==> src/rtl/pitch_feed_arbiter.sv <==
// pitch_feed_arbiter
//   Merges two redundant BATS PITCH UDP feeds (line A / line B) onto the single
//   64-bit input of the bats_parser. The 8-byte Sequenced Unit Header of each
//   datagram is inspected. Only datagrams that carry new data for UNIT_ID are
//   forwarded. Line duplicates, stale datagrams, heartbeats and malformed
//   datagrams are dropped. The block also generates the parser's one-cycle
//   start-up reset and reports sequence and event status.
//
// Ports
//   Clk40, reset_n          : clock, asynchronous active-low reset
//   a_* / b_*               : feed words (data, keep, valid, last) and ready
//   resync                  : pulse; forget sequence sync at the next idle point
//   p_bytes/p_byte_enables  : word to the parser
//   p_data_valid / p_ready  : valid/ready handshake with the parser
//   p_reset                 : one-cycle parser reset after reset release
//   expected_seq            : next expected sequence number (0 = unsynced)
//   gap/drop/err_count      : saturating event counters
module pitch_feed_arbiter #(
  parameter logic [7:0] UNIT_ID     = 8'd1,
  parameter int         INIT_CYCLES = 16,
  parameter int         MAX_WORDS   = 190
) (
  input  logic        Clk40,
  input  logic        reset_n,
  input  logic [63:0] a_data,
  input  logic [7:0]  a_keep,
  input  logic        a_valid,
  input  logic        a_last,
  output logic        a_ready,
  input  logic [63:0] b_data,
  input  logic [7:0]  b_keep,
  input  logic        b_valid,
  input  logic        b_last,
  output logic        b_ready,
  input  logic        resync,
  output logic [63:0] p_bytes,
  output logic [7:0]  p_byte_enables,
  output logic        p_data_valid,
  input  logic        p_ready,
  output logic        p_reset,
  output logic [31:0] expected_seq,
  output logic [15:0] gap_count,
  output logic [15:0] drop_count,
  output logic [15:0] err_count
);

  typedef enum logic [2:0] {
    S_INIT,
    S_IDLE,
    S_DECIDE,
    S_FWD_HDR,
    S_FWD_BODY,
    S_DROP
  } state_t;

  // The init counter must hold INIT_CYCLES+1 (pulse cycle plus idle cycles).
  localparam int INIT_W = $clog2(INIT_CYCLES + 2);

  state_t             r_state;
  state_t             w_state_next;
  logic [INIT_W-1:0]  r_init_cnt;
  logic               r_p_reset;
  logic               r_rr_b;        // tie-break priority: 1 = line B wins
  logic               r_gnt_b;       // line owning the current datagram
  logic [63:0]        r_hdr;
  logic [7:0]         r_hdr_keep;
  logic               r_hdr_last;
  logic [31:0]        r_expected;
  logic [15:0]        r_gap;
  logic [15:0]        r_drop;
  logic [15:0]        r_err;
  logic               r_resync_pend;
  logic [31:0]        r_byte_cnt;
  logic [15:0]        r_word_cnt;

  logic               w_idle_any;
  logic               w_idle_gnt_b;
  logic               w_gnt_b;
  logic [63:0]        w_sel_data;
  logic [7:0]         w_sel_keep;
  logic               w_sel_valid;
  logic               w_sel_last;
  logic               w_sel_ready;
  logic               w_accept;
  logic [3:0]         w_keep_ones;
  logic [31:0]        w_bytes_total;
  logic [16:0]        w_words_total;
  logic [7:0]         w_cnt;
  logic [31:0]        w_seq;
  logic [31:0]        w_seq_next;
  logic               w_fwd;
  logic               w_exp_load;
  logic               w_inc_gap;
  logic               w_inc_drop;
  logic               w_inc_err;
  logic               w_resync_any;

  // In IDLE the grant is decided combinationally so the header is taken in
  // the same cycle; afterwards the registered owner steers the mux.
  assign w_idle_any   = a_valid | b_valid;
  assign w_idle_gnt_b = b_valid & (~a_valid | r_rr_b);
  assign w_gnt_b      = (r_state == S_IDLE) ? w_idle_gnt_b : r_gnt_b;

  assign w_sel_data   = w_gnt_b ? b_data  : a_data;
  assign w_sel_keep   = w_gnt_b ? b_keep  : a_keep;
  assign w_sel_valid  = w_gnt_b ? b_valid : a_valid;
  assign w_sel_last   = w_gnt_b ? b_last  : a_last;
  assign w_accept     = w_sel_valid & w_sel_ready;

  // The non-granted line never sees ready.
  assign a_ready      = w_sel_ready & ~w_gnt_b;
  assign b_ready      = w_sel_ready &  w_gnt_b;

  assign w_cnt        = r_hdr[23:16];
  assign w_seq        = r_hdr[63:32];
  assign w_seq_next   = w_seq + {24'd0, w_cnt};

  always_comb begin
    w_keep_ones = '0;
    for (int i = 0; i < 8; i++) begin
      w_keep_ones = w_keep_ones + {3'd0, w_sel_keep[i]};
    end
  end

  // Totals including the word being accepted now (header counted as 8 bytes).
  assign w_bytes_total = r_byte_cnt + {28'd0, w_keep_ones};
  assign w_words_total = {1'b0, r_word_cnt} + 17'd1;

  // A resync seen in the very cycle that re-enters IDLE still applies.
  assign w_resync_any  = r_resync_pend | resync;

  always_comb begin
    w_state_next   = r_state;
    w_sel_ready    = 1'b0;
    p_bytes        = '0;
    p_byte_enables = '0;
    p_data_valid   = 1'b0;
    w_fwd          = 1'b0;
    w_exp_load     = 1'b0;
    w_inc_gap      = 1'b0;
    w_inc_drop     = 1'b0;
    w_inc_err      = 1'b0;

    case (r_state)
      S_INIT: begin
        if (r_init_cnt == INIT_W'(INIT_CYCLES + 1)) begin
          w_state_next = S_IDLE;
        end
      end

      S_IDLE: begin
        w_sel_ready = w_idle_any;
        if (w_idle_any) begin
          w_state_next = S_DECIDE;
        end
      end

      S_DECIDE: begin
        if (r_hdr_keep != 8'hFF) begin
          w_inc_err = 1'b1;
        end else if (r_hdr[31:24] != UNIT_ID) begin
          w_inc_drop = 1'b1;
        end else if (w_cnt == 8'd0) begin
          // heartbeat: silently discarded
        end else if (r_hdr_last) begin
          w_inc_err = 1'b1;    // messages announced but no body present
        end else if ((r_expected == 32'd0) || (w_seq == r_expected)) begin
          w_fwd      = 1'b1;
          w_exp_load = 1'b1;
        end else if (w_seq < r_expected) begin
          w_inc_drop = 1'b1;   // already delivered by the other line
        end else begin
          w_fwd      = 1'b1;
          w_exp_load = 1'b1;
          w_inc_gap  = 1'b1;
        end
        // A header-only datagram has nothing left to discard upstream.
        if (w_fwd) begin
          w_state_next = S_FWD_HDR;
        end else if (r_hdr_last) begin
          w_state_next = S_IDLE;
        end else begin
          w_state_next = S_DROP;
        end
      end

      S_FWD_HDR: begin
        p_bytes        = r_hdr;
        p_byte_enables = 8'hFF;
        p_data_valid   = 1'b1;
        if (p_ready) begin
          w_state_next = r_hdr_last ? S_IDLE : S_FWD_BODY;
        end
      end

      S_FWD_BODY: begin
        p_bytes        = w_sel_data;
        p_byte_enables = w_sel_keep;
        p_data_valid   = w_sel_valid;
        w_sel_ready    = p_ready;
        if (w_sel_valid && p_ready && w_sel_last) begin
          w_state_next = S_IDLE;
          if ((w_bytes_total != {16'd0, r_hdr[15:0]}) ||
              (w_words_total > 17'(MAX_WORDS))) begin
            w_inc_err = 1'b1;
          end
        end
      end

      S_DROP: begin
        w_sel_ready = 1'b1;
        if (w_sel_valid && w_sel_last) begin
          w_state_next = S_IDLE;
        end
      end

      default: begin
        w_state_next = S_INIT;
      end
    endcase
  end

  always_ff @(posedge Clk40 or negedge reset_n) begin
    if (!reset_n) begin
      r_state       <= S_INIT;
      r_init_cnt    <= '0;
      r_p_reset     <= 1'b0;
      r_rr_b        <= 1'b0;
      r_gnt_b       <= 1'b0;
      r_hdr         <= '0;
      r_hdr_keep    <= '0;
      r_hdr_last    <= 1'b0;
      r_expected    <= '0;
      r_gap         <= '0;
      r_drop        <= '0;
      r_err         <= '0;
      r_resync_pend <= 1'b0;
      r_byte_cnt    <= '0;
      r_word_cnt    <= '0;
    end else begin
      r_state <= w_state_next;

      // Pulse on the first edge after reset release only.
      r_p_reset <= (r_state == S_INIT) && (r_init_cnt == '0);
      if ((r_state == S_INIT) && (r_init_cnt != INIT_W'(INIT_CYCLES + 1))) begin
        r_init_cnt <= r_init_cnt + 1'b1;
      end

      if ((r_state == S_IDLE) && w_idle_any) begin
        r_hdr      <= w_sel_data;
        r_hdr_keep <= w_sel_keep;
        r_hdr_last <= w_sel_last;
        r_gnt_b    <= w_idle_gnt_b;
        r_rr_b     <= ~r_rr_b;
      end

      if (r_state == S_DECIDE) begin
        r_byte_cnt <= 32'd8;
        r_word_cnt <= 16'd1;
      end else if ((r_state == S_FWD_BODY) && w_accept) begin
        r_byte_cnt <= w_bytes_total;
        r_word_cnt <= w_words_total[16] ? 16'hFFFF : w_words_total[15:0];
      end

      if ((w_state_next == S_IDLE) && w_resync_any) begin
        r_expected    <= 32'd0;
        r_resync_pend <= 1'b0;
      end else begin
        if (w_exp_load) begin
          r_expected <= w_seq_next;
        end
        if (resync) begin
          r_resync_pend <= 1'b1;
        end
      end

      if (w_inc_gap && (r_gap != 16'hFFFF)) begin
        r_gap <= r_gap + 16'd1;
      end
      if (w_inc_drop && (r_drop != 16'hFFFF)) begin
        r_drop <= r_drop + 16'd1;
      end
      if (w_inc_err && (r_err != 16'hFFFF)) begin
        r_err <= r_err + 16'd1;
      end
    end
  end

  assign p_reset      = r_p_reset;
  assign expected_seq = r_expected;
  assign gap_count    = r_gap;
  assign drop_count   = r_drop;
  assign err_count    = r_err;

endmodule

==> config.mk <==
export PLATFORM = sky130hd
export DESIGN_NAME = pitch_feed_arbiter
export DESIGN_NICKNAME = d
export VERILOG_FILES = /design/src/rtl/pitch_feed_arbiter.sv
export SDC_FILE = /design/constraint.sdc
export NUM_CORES = 1
export LEC_CHECK = 0
export ABC_CLOCK_PERIOD_IN_PS = 6800
export CAP_MARGIN = 20
export CORE_MARGIN = 4
export CORE_UTILIZATION = 47
export DETAILED_ROUTE_END_ITERATION = 16
export GPL_ROUTABILITY_DRIVEN = 0
export PLACE_DENSITY = 0.78
export SLEW_MARGIN = 20
export SYNTH_ARGS = -nofsm -noshare
export SYNTH_HDL_FRONTEND = slang
export SYNTH_SLANG_ARGS = --single-unit
==> constraint.sdc <==
create_clock -name Clk40 -period 6.8 [get_ports Clk40]
set_clock_uncertainty 0.15 [all_clocks]
set_input_delay 1.36 -clock Clk40 [delete_from_list [all_inputs] [get_ports Clk40]]
set_output_delay 1.36 -clock Clk40 [all_outputs]
set_load 0.05 [all_outputs]
==> flow_summary.ini, run 1 <==
[final_layout]
final-seq-area_um2 = 5330
drive_gt1_share_pct = 7.28
layout_common_cells = 306 x clkdlybuf4s50_1, 214 x nand2_1, 213 x dfrtp_1
syn_to_final_growth_pct = 32.9
multi_input_area_um2 = 7880
nNetsFinal = 2064
final_common_cell = clkdlybuf4s50_1
n_fill_cell = 2345

[sta]
maxSlewHeadroom_pct = 33.3
timing.final.hold_violations = 0
fin_crit_sh_pct = 98.4
finalSetupViolations = 0
report.final.slew_viol_count = 0
hold_slack_ns = 0.342
tightestPinTransition_ns = 0.999
fmax_ghz = 0.149
finalCriticalPeriod_ns = 6.69

[logic_synthesis]
syn_nets = 1765
ys_warn_count = 0
avgSynthCellArea_um2 = 8.82
synthesis.instances = 1553
synthesis.area_um2 = 13700
ys.flop_type = dfrtp_1
synth_edf_count = 0
synth_seq_area_share_pct = 38.9
synthSimpleGateAreaFrac_pct = 19.8
synth-adder-area-share_pct = 5.81
synth_xor_area_share_pct = 7.39
synth_top_family_by_area = simple AND/OR/NAND/NOR gates
synth_compound_area_share_pct = 17.3
yosys_register_bits = 213
synth_mux_area_share_pct = 6.57
yosysUniqueCellTypes = 77
synth-async-reset-ratio_pct = 100

[floorplan]
die_y_um = 179
core_area_um2 = 28700
rows = 62
initial_core_util_pct = 47.7
io_pins = 308
die-width_um = 179
dieArea_um2 = 31900

[clock_tree]
cts.hold.buffers_added = 0
cts-buffers-inserted = 26
clkLatencyLatePin_ns = 0.53
clock-root-buffer = clkbuf_16
cts_tree = yes
clock_sinks = 213
clk_pin_slew_ns = 0.06
cts_max_level = 1
clock_path_buffers = 3

[routing]
post_drt_via_cell_ratio = 5.84
drt_iter0_drc = 1081
drt-total-wl_mm = 42.9
drcViolationCount = 0
dr.pass1.iters = 7
ant_nets = 0
wl_per_cell_um = 19.0
vias = 13200

[run]
cap_violations = 0

[global_route]
grt.total_usage_pct = 26.3
grt_max_degree = 112
antenna_found_initial = 1
grt_pass1_vias = 13000
grt_pass1_wl_mm = 68.2
grt_overflow = 0

[worst_setup_path]
crit_chain = clkdlybuf4s50_1 -> nand2b_1 -> nand3_1 -> nand2_4 -> mux2i_4 -> fa_1 -> fa_1 -> fa_1 -> fa_1 -> inv_1 -> fa_1 -> a211o_1 -> and4_4 -> nand4_1 -> xnor2_1 -> or4_1 -> nor4_2 -> and4b_1 -> buf_4 -> nor2_2 -> mux2_4
path_class = in -> reg
critPathSlowestCell = or4_1
cp_common_cell = fa_1
startpoint_type = primary input
cp_num_buf_inv = 3
required_ns = 7.06
crit_family = adder cells
worstPathMaxFanout = 4
endpoint_kind = flop
slowest_delay_ns = 0.58
critical_path_arrival_ns = 6.95

[placed_design]
port_buffers = 307
dp_hpwl_mm = 31.7

[power]
clkPwrFrac_pct = 19.2
p_int_mw = 3.76
pwr-share-comb_pct = 52.8
power.density_nw_per_um2 = 376
p_seq_share_pct = 28.0
switching_share_pct = 45.1
finalPower_mw = 6.85
switching_power_mw = 3.09
ir_drop_mv = 0.207
p_leak_nw = 7.69

[min_path]
min_path_type = reg -> reg

[run_status]
status = completed
==> per-stage QoR <==
stage          cells  cell area [um2]  TNS (ns)  worst slack (ns)  util (%)
2_1_floorplan   1553            13700         0            0.0924         -
3_3_place_gp    2206            17300     -4.31            -0.316      60.4
3_5_place_dp    2206            17300     -6.17            -0.434      60.4
4_1_cts         2251            18100         0            0.0872      63.2
5_1_grt         2254            18200    -0.254           -0.0609      63.4
6_report        2254            18200         0             0.106      63.4
==> final cells by class <==
| type | instances | area share, % |
|---|---|---|
| clock buffers | 39 | 4.23 |
| well taps | 384 | 2.64 |
| repair buffers | 355 | 19.0 |
| multi-input cells | 1191 | 43.3 |
| inverters | 65 | 1.34 |
| flip-flops and latches | 213 | 29.3 |
| clock inverters | 6 | 0.199 |
| diodes | 1 | 0.0137 |
==> final timing paths <==
| kind | startpoint | endpoint | slack, ns | cells after the start |
|---|---|---|---|---|
| min in group asynchronous | reset_n | drop_count[1] | 0.69 | 1 |
| setup reg to reg | r_state[0] | err_count[1] | 0.43 | 21 |
| hold reg to reg | r_hdr_keep[5] | r_hdr_keep[5] | 0.34 | 2 |
| max in group asynchronous | reset_n | r_hdr[30] | 4.70 | 2 |
| hold / removal | r_hdr_keep[5] | r_hdr_keep[5] | 0.34 | 2 |
| setup / recovery | a_valid | err_count[1] | 0.11 | 21 |
==> cells in the mapped netlist, types with 3 or more instances <==
cell,number,area (um2)
nand3_1,48,240
o21bai_1,3,22.5
o2bb2ai_1,5,43.8
xor2_1,56,490
a21o_1,20,150
and3_1,18,113
fa_1,6,120
a211oi_1,10,75.1
nor3_1,37,185
clkbuf_1,64,240
nand4_1,44,275
or2_2,6,37.5
inv_1,65,244
nand2b_1,6,37.5
dfrtp_1,213,5330
mux2_2,6,67.6
nor2_1,74,278
nor3b_1,4,30.0
a22o_1,26,228
o31ai_1,11,82.6
o211ai_1,5,37.5
a21oi_1,48,240
o22ai_1,10,62.6
a311oi_1,3,26.3
a211o_1,6,52.6
nor2b_1,5,31.3
o21a_1,3,22.5
mux2i_1,79,791
or4_1,3,22.5
nor4_1,34,213
and2_1,16,100
ha_1,54,676
and4_1,7,61.3
a31oi_1,13,81.3
xnor2_1,57,499
buf_2,9,45.0
nand2_1,216,811
and4b_1,3,30.0
nor4b_1,3,26.3
or3_1,7,43.8
buf_1,8,30.0
o21ai_0,196,981
==> routing by layer <==
layer  routed length (um)  global-route usage, %  part of all wire [%]
met5                    0                      0                     0
met4                 1370                   8.25                   3.2
met3                 3300                   5.02                   7.7
met2                20400                   43.8                    48
met1                17700                   34.8                    41
==> power groups by stage <==
| stage | Combinational [mW] | Sequential (mW) | Clock [mW] |
|---|---|---|---|
| 6_report | 3.62 | 1.92 | 1.31 |
| 5_1_grt | 3.95 | 1.96 | 1.40 |
| 4_1_cts | 3.58 | 1.91 | 1.34 |
| 3_5_place_dp | 3.56 | 1.93 | 0 |
| 3_3_place_gp | 3.47 | 1.92 | 0 |
| 2_1_floorplan | 2.48 | 1.83 | 0 |
==> kinds of logic after synthesis <==
family | count (synthesis)
buf+inv | 149
compound gates | 383
flops | 213
simple gates | 546
fa+ha+maj | 60
mux | 88
xor+xnor | 114
==> state kept, by name (all words and copies together) (netlist names) <==
signal         flops
p_reset            1
r_rr_b             1
r_hdr_keep         8
r_hdr             64
r_byte_cnt        32
r_hdr_last         1
r_gnt_b            1
r_word_cnt        16
r_init_cnt         5
r_state            3
drop_count        16
r_resync_pend      1
gap_count         16
err_count         16
expected_seq      32
==> worst min-delay path, cell delays in order (launching register included) <==
cell and delay, ns:
dfrtp_1 0.34, nand2_1 0.05, o21ai_0 0.06
==> what timing repair did <==
item | 4_1_cts | 5_1_grt
setup buffers | 0 | 1
setup endpoints to repair | 0 | 16
resized for setup | 0 | 8
Power figures use the tool's default switching activity.
==> run 2: changes to the inputs <==
- CORE_MARGIN: 4 -> 10
- RECOVER_POWER: not set -> 25
==> run 2 against run 1 <==
Against the previous run:
- the flow now finishes with violations (max-capacitance violations, max-slew violations)
- critical path depth did not move
- global-route usage fell by 2.3 points
- wire length rose by 5.2%
- maximum frequency rose by 0.10%
- clock power rose by 11%
- count of clock-buffer cells in the layout fell by 5
- register-to-register slack barely moved
- final cell count fell by 0.18%
- worst hold slack got worse by 0.0056 ns
- combinational power barely moved
- sequential power barely moved
- critical path type unchanged
- critical endpoint is now err_count[12]
- largest cell class unchanged
==> flow_summary.ini, run 2 (synthesis gave the netlist of run 1 again) <==
[run_status]
status = finished with violations
violations = max-capacitance violations, max-slew violations

[final_layout]
regMostFlops = r_hdr
final_common_cell = clkdlybuf4s50_1
final_cells = 2250
design_area_um2 = 18300
layout_common_cells = 306 x clkdlybuf4s50_1, 214 x nand2_1, 213 x dfrtp_1
n_fill_cell = 2383
largest_reg_flops = 64
nNetsFinal = 2060
final-seq-area_um2 = 5330
multi_input_area_um2 = 7890
drive_gt1_share_pct = 7.29
syn_to_final_growth_pct = 33.4

[floorplan]
initial_core_util_pct = 47.7
io_pins = 308
die-width_um = 191
die_y_um = 191
rows = 62
dieArea_um2 = 36400
core_area_um2 = 28700

[clock_tree]
clock_path_buffers = 3
cts.hold.buffers_added = 0
clkLatencyLatePin_ns = 0.52
clock_sinks = 213
clk_pin_slew_ns = 0.06
cts_tree = yes
cts_max_level = 1
cts-buffers-inserted = 24
cts_setup_buffers = 0
clock-root-buffer = clkbuf_16

[sta]
report.final.slew_viol_count = 218
finalSetupViolations = 0
tightestPinTransition_ns = 3.86
fmax_ghz = 0.150
maxSlewHeadroom_pct = -157
timing.final.hold_violations = 0
tns_ns = 0
finalCriticalPeriod_ns = 6.69
fin_crit_sh_pct = 98.3

[worst_setup_path]
crit_family = adder cells
cp.depth = 21
startpoint = a_valid
r2r_start = r_state[0]
required_ns = 7.05
cp-endpoint = err_count[12]
r2r_setup_slack_ns = 0.43
startpoint_type = primary input
slowest_delay_ns = 0.54
crit_chain = clkdlybuf4s50_1 -> nand2b_1 -> nand3_2 -> nand2_4 -> mux2i_4 -> fa_1 -> fa_1 -> fa_1 -> fa_2 -> inv_1 -> fa_2 -> a211o_1 -> and4_4 -> nand4_1 -> xnor2_1 -> or4_1 -> nor4_1 -> and4b_2 -> buf_12 -> nor4b_2 -> mux2_4
cp_num_buf_inv = 3
path_class = in -> reg
endpoint_kind = flop
r2r-end = err_count[12]
worstPathMaxFanout = 6
critical_path_arrival_ns = 6.94
critPathSlowestCell = or4_1
rr_worst_depth = 21
cp_common_cell = fa_1

[global_route]
antenna_found_initial = 1
grt.total_usage_pct = 24.0
grt_overflow = 0
grt_max_degree = 98
grt_pass1_wl_mm = 71.4
grt_pass1_vias = 13200

[placed_design]
placed_cells = 2206
dp_hpwl_mm = 33.9
port_buffers = 307
postPlaceCellArea_um2 = 17300

[power]
power.density_nw_per_um2 = 384
p_leak_nw = 7.71
ir_drop_mv = 0.194
finalPower_mw = 7.01

[routing]
wl_per_cell_um = 20.0
vias = 13300
drt-total-wl_mm = 45.1
drcViolationCount = 0
dr.pass1.iters = 5
drt_iter0_drc = 1105
post_drt_via_cell_ratio = 5.91
ant_nets = 0

[min_path]
min_path_type = reg -> reg

[run]
cap_violations = 3
## run 2: cell types whose count changed in the layout (fill, tap and decap cells not counted), sizes merged
cell | before | now
clkinvlp | 1 | 0
bufinv | 0 | 5
clkinv | 5 | 4
buf | 49 | 42
## run 2: layout make-up
class / count / share of cell area [%]
multi-input combinational: 1191 / 43.2
antenna: 1 / 0.0137
clock inverter: 9 / 0.952
inverter: 65 / 1.34
clock buffer: 34 / 3.94
sequential: 213 / 29.2
tap: 384 / 2.63
timing repair buffer: 353 / 18.8
## run 2: worst reg2reg max path, stage by stage (launching register included)
cell and delay, ns:
dfrtp_1 0.52, nor3b_1 0.23, buf_4 0.19, nand2b_1 0.23, nand2_4 0.13, mux2i_4 0.22, fa_1 0.57, fa_1 0.43
fa_1 0.54, fa_2 0.21, inv_1 0.06, fa_2 0.37, a211o_1 0.34, and4_4 0.17, nand4_1 0.13, xnor2_1 0.07
or4_1 0.54, nor4_1 0.31, and4b_2 0.35, buf_12 0.14, nor4b_2 0.05, mux2_4 0.30
## run 2: how the worst min path moves through the flow
stage | startpoint | to | slack [ns] | cells after the start
6_report | r_hdr_keep[1] | r_hdr_keep[1] | 0.34 | 2
5_1_grt | gap_count[7] | gap_count[7] | 0.36 | 1
4_1_cts | r_hdr_keep[1] | r_hdr_keep[1] | 0.34 | 2
3_5_place_dp | r_hdr_keep[1] | r_hdr_keep[1] | 0.33 | 2
3_3_place_gp | r_hdr_keep[7] | r_hdr_keep[7] | 0.32 | 2
2_1_floorplan | r_rr_b | r_rr_b | 0.29 | 1
## run 2: what timing repair did
item / CTS / global route
endpoints found under the setup margin: 1 / 17
resized for setup: 1 / 11
pin swaps: 0 / 5
hold endpoints to repair: 0 / 0
## run 2: routing by layer
metal  vias to the layer above  global-route usage (%)  part of all wire [%]
li1                       6167                       -                     -
met1                      6485                    30.1                    41
met2                       574                    39.7                    47
met3                        81                    6.33                   8.6
met4                         0                    6.97                   3.1
met5                         -                       0                     0
## run 2: metrics by stage
stage / setup WS (ns) / hold WS [ns] / util [%]
3_5_place_dp: -0.520 / 0.327 / 60.4
4_1_cts: 0.0248 / 0.340 / 63.5
2_1_floorplan: 0.0924 / 0.288 / -
5_1_grt: -0.0442 / 0.361 / 63.7
3_3_place_gp: -0.411 / 0.317 / 60.4
6_report: 0.113 / 0.337 / 63.7
## run 2: power by group
part | switching, mW | internal (mW) | leakage, nW
Clock | 0.527 | 0.923 | 0.441
Combinational | 2.20 | 1.43 | 4.44
Sequential | 0.385 | 1.54 | 2.82
